### src/rtl/sramlike_arbiter_pkg.sv
// Shared bus definitions: arbiter state encoding and requester owner codes.
package sramlike_arbiter_pkg;

  typedef enum logic [1:0] {
    ST_IDLE = 2'd0,
    ST_ADDR = 2'd1,
    ST_DATA = 2'd2
  } arb_state_e;

  typedef enum logic {
    OWN_INST = 1'b0,
    OWN_DATA = 1'b1
  } owner_e;

endpackage

### src/rtl/sramlike_arbiter.sv
// Two-requester arbiter sharing one sram-like downstream port, one transaction
// outstanding, round-robin on contention.
module sramlike_arbiter
  import sramlike_arbiter_pkg::*;
#(
  parameter int ADDR_W = 32
) (
  input  logic              clk,
  input  logic              rst,
  input  logic              inst_req,
  input  logic              inst_wr,
  input  logic [1:0]        inst_size,
  input  logic [ADDR_W-1:0] inst_addr,
  input  logic [ADDR_W-1:0] inst_wdata,
  output logic [ADDR_W-1:0] inst_rdata,
  output logic              inst_addr_ok,
  output logic              inst_data_ok,
  input  logic              data_req,
  input  logic              data_wr,
  input  logic [1:0]        data_size,
  input  logic [ADDR_W-1:0] data_addr,
  input  logic [ADDR_W-1:0] data_wdata,
  output logic [ADDR_W-1:0] data_rdata,
  output logic              data_addr_ok,
  output logic              data_data_ok,
  output logic              mem_req,
  output logic              mem_wr,
  output logic [1:0]        mem_size,
  output logic [ADDR_W-1:0] mem_addr,
  output logic [ADDR_W-1:0] mem_wdata,
  input  logic [ADDR_W-1:0] mem_rdata,
  input  logic              mem_addr_ok,
  input  logic              mem_data_ok,
  output logic              busy,
  output logic              owner
);

  arb_state_e r_state, w_state_nxt;
  owner_e     r_owner, w_owner_nxt;
  owner_e     r_last,  w_last_nxt;
  owner_e     w_pick;
  logic       w_other_req;

  function automatic owner_e rr_pick(input logic i_r, input logic d_r, input owner_e last);
    if (i_r && d_r) return (last == OWN_INST) ? OWN_DATA : OWN_INST;
    else if (d_r)   return OWN_DATA;
    else            return OWN_INST;
  endfunction

  always_ff @(posedge clk) begin
    if (rst) begin
      r_state <= ST_IDLE;
      r_owner <= OWN_INST;
      r_last  <= OWN_INST;
    end else begin
      r_state <= w_state_nxt;
      r_owner <= w_owner_nxt;
      r_last  <= w_last_nxt;
    end
  end

  always_comb begin
    w_state_nxt = r_state;
    w_owner_nxt = r_owner;
    w_last_nxt  = r_last;
    w_pick      = rr_pick(inst_req, data_req, r_last);
    w_other_req = (r_owner == OWN_INST) ? data_req : inst_req;
    case (r_state)
      ST_IDLE: begin
        if (inst_req || data_req) begin
          w_state_nxt = ST_ADDR;
          w_owner_nxt = w_pick;
          w_last_nxt  = w_pick;
        end
      end
      ST_ADDR: begin
        if (mem_addr_ok) begin
          if (mem_data_ok) begin
            // Owner's req in this cycle is the transaction just completed, so
            // only the other requester can make a back-to-back grant here.
            if (w_other_req) begin
              w_state_nxt = ST_ADDR;
              w_owner_nxt = owner_e'(~r_owner);
              w_last_nxt  = owner_e'(~r_owner);
            end else begin
              w_state_nxt = ST_IDLE;
            end
          end else begin
            w_state_nxt = ST_DATA;
          end
        end
      end
      ST_DATA: begin
        if (mem_data_ok) begin
          if (inst_req || data_req) begin
            w_state_nxt = ST_ADDR;
            w_owner_nxt = w_pick;
            w_last_nxt  = w_pick;
          end else begin
            w_state_nxt = ST_IDLE;
          end
        end
      end
      default: w_state_nxt = ST_IDLE;
    endcase
  end

  always_comb begin
    mem_req      = 1'b0;
    mem_wr       = 1'b0;
    mem_size     = '0;
    mem_addr     = '0;
    mem_wdata    = '0;
    inst_addr_ok = 1'b0;
    inst_data_ok = 1'b0;
    data_addr_ok = 1'b0;
    data_data_ok = 1'b0;
    if (r_state == ST_ADDR) begin
      mem_req = 1'b1;
      if (r_owner == OWN_INST) begin
        mem_wr       = inst_wr;
        mem_size     = inst_size;
        mem_addr     = inst_addr;
        mem_wdata    = inst_wdata;
        inst_addr_ok = mem_addr_ok;
        inst_data_ok = mem_addr_ok && mem_data_ok;
      end else begin
        mem_wr       = data_wr;
        mem_size     = data_size;
        mem_addr     = data_addr;
        mem_wdata    = data_wdata;
        data_addr_ok = mem_addr_ok;
        data_data_ok = mem_addr_ok && mem_data_ok;
      end
    end else if (r_state == ST_DATA) begin
      if (r_owner == OWN_INST) inst_data_ok = mem_data_ok;
      else                     data_data_ok = mem_data_ok;
    end
  end

  assign inst_rdata = mem_rdata;
  assign data_rdata = mem_rdata;
  assign busy       = (r_state != ST_IDLE);
  assign owner      = r_owner;

endmodule

### config.mk
export PLATFORM = sky130hd
export DESIGN_NAME = sramlike_arbiter
export DESIGN_NICKNAME = d
export VERILOG_FILES = /design/src/rtl/sramlike_arbiter_pkg.sv /design/src/rtl/sramlike_arbiter.sv
export SDC_FILE = /design/constraint.sdc
export NUM_CORES = 1
export LEC_CHECK = 0
export ABC_AREA = 1
export BUFFER_PORTS_ARGS = -buffer_cell sky130_fd_sc_hd__buf_2
export CAP_MARGIN = 40
export CORE_AREA = 2 2 120 122
export DETAILED_ROUTE_END_ITERATION = 6
export DIE_AREA = 0 0 122 124
export PLACE_DENSITY = 0.49
export SETUP_SLACK_MARGIN = 0.2
export SYNTH_ARGS = -nofsm -noshare
export SYNTH_HDL_FRONTEND = slang
export SYNTH_SLANG_ARGS = --single-unit
### constraint.sdc
create_clock -name clk -period 3.1 [get_ports clk]
set_input_delay 0.62 -clock clk [delete_from_list [all_inputs] [get_ports clk]]
set_output_delay 0.62 -clock clk [all_outputs]
set_load 0.02 [all_outputs]
==> impl_metrics.ini <==
[placement]
place_congestion = 0.729
dp_hpwl_um = 5880
dp_cells = 637
port_buffers = 213
placedInstanceArea_um2 = 2520

[sta]
min_period_ns = 2.31
setup-violations-final = 0
worst_pin_slew_ns = 0.732
whs_ns = 0.522
period_share_pct = 74.4
skew_ns = 0.000168
finalSetupTns_ns = 0
hold_viol = 0
rsz0062_at_grt = false
report.final.slew_viol_count = 0
fmax_ghz = 0.434
relSlewSlack_pct = 51.2

[detailed_routing]
routed-via-count = 2423
drtPass1Iterations = 4
wl_per_cell_um = 11.4
wirelength_um = 7330
ant_nets = 0
post-route-drc-count = 0
drt_iter0_drc = 49
viasPerCell = 3.78

[critical_path]
critical_path_required_ns = 2.48
reg2reg_to = owner
timing_worst_setup_path_type = reg -> out
cp_max_fo = 37
crit-reg2reg-launch = owner
rr_worst_depth = 8
cp-start-kind = flop
cp.arrival_ns = 1.69
r2r_slack_ns = 1.48
end_kind = output port

[finish]
fin_area_um2 = 2600
area_delta_synth_final_pct = 46.1
nets = 634
multi_input_area_um2 = 1080
final_common_cell = buf_2
antenna_cells = 0
drive_above_1_share_pct = 55.3
fillCellCount = 1658
mostFrequentLayoutCells = buf_2 (213), nand2_1 (143), a21oi_1 (38)
regArea_um2 = 61.3
instances_no_fill = 641

[synthesis]
synth_mux_area_share_pct = 0
synth_warnings = 0
synth_compound_area_share_pct = 26.3
ys_seq_area_share_pct = 3.38
syn_nets = 498
syn-cell-area_um2 = 1780
syn_area_per_cell_um2 = 5.45
synth_top_family_by_area = buffers and inverters
synth_xor_area_share_pct = 0
synth_cell_types = 16
synth_seq_cells = 3
synthSimpleGateAreaFrac_pct = 34.2
synthCells = 326
synthAdderAreaFrac_pct = 0

[global_routing]
overflow = 0
grt_use_total_pct = 8.10
grt_first_pass_wirelength_um = 9960
first_global_vias = 2092
grt_max_degree = 72
antenna_found_initial = 0

[die]
io-pin-count = 310
die_area_um2 = 15100
start_util_pct = 13.0
die_w_um = 122
fp.dieH_um = 124
fp.coreArea_um2 = 13700
std_cell_rows = 43

[clocking]
cts_setup_buffers = 0
cts_inserted_buffers = 3
cts_tree = yes
post_cts_resized = 0
clk_latency_ns = 0.22
htree_levels = 1
root_buffer = clkbuf_16
hold_buffers = 0
ctsLongestPathBuffers = 2
cts_sinks = 3
path_clk_slew_ns = 0.03

[min_path]
min-delay-start = r_state[0]
hold-path-endpoint = r_state[0]
min_path_type = reg -> reg
hold_depth = 2

[pwr]
p_per_area_nw_per_um2 = 513
peakVddDrop_v = 0.000407
cellLeakagePower_nw = 1.50
finalPower_w = 0.00133

[job]
maxCapViolations = 0

[status]
run_status = finished clean
-- flip-flops by register name, indices dropped and copies added, names as in the netlist --
name     count
r_state      2
owner        1
-- final cells by class --
cell class	instances	share of cell area, %
clock buffer	4	3.03
inverter	9	1.35
multi-input combinational	228	41.4
sequential	3	2.36
tap	180	8.67
timing repair buffer	217	43.2
-- report_power, final --
group          internal, W  leakage (nW)  switching [W]
Combinational     0.000344          1.43       0.000729
Sequential       0.0000478        0.0251     0.00000589
Clock             0.000170        0.0382      0.0000366
-- how the worst max path moves through the flow --
stage | from | end | cells after the start
floorplan | owner | data_data_ok | 4
global placement | r_state[0] | mem_wdata[12] | 6
detailed placement | owner | data_data_ok | 4
CTS | owner | data_data_ok | 4
global route | owner | data_data_ok | 4
finish | owner | data_data_ok | 4
-- kinds of logic after synthesis --
family,count (synthesis)
flip-flops,3
buffers and inverters,95
AO/OA/AOI/OAI,71
AND/OR/NAND/NOR,157
-- critical path: stages, from the launching register on --
cell and delay (ns):
dfxtp_2 0.32, clkinv_2 0.40, buf_12 0.35, nor3_1 0.18
buf_2 0.19
-- Yosys cell counts --
library cell  instances  area share [%]
inv_1                 6             1.3
clkinv_2              1            0.28
inv_2                 2            0.42
dfxtp_1               3             3.4
o21ai_0               3            0.84
buf_4                65              27
nand3_1               6             1.7
clkbuf_1              9             1.9
a21oi_2              30              15
a21oi_1              38              11
buf_2                 8             2.3
nor2_1                4            0.84
nor2_4                1            0.63
buf_6                 4             2.5
nand2_1             143              30
nor3_1                3            0.84
-- per-layer routing --
layer	share of wire, %	routed length (um)	global-route usage [%]
met4	3.5	258	3.38
met2	49	3600	15.1
met1	37	2700	8.59
met3	11	771	2.15
met5	0	0	0
-- through the flow --
stage	setup WS (ns)	util (%)
after floorplan	1.06	-
after detailed placement	0.986	18.4
after global placement	0.955	18.2
final	0.794	18.9
after global routing	0.592	18.9
after CTS	0.740	18.9
No activity file was read; power rests on OpenSTA's default activity.
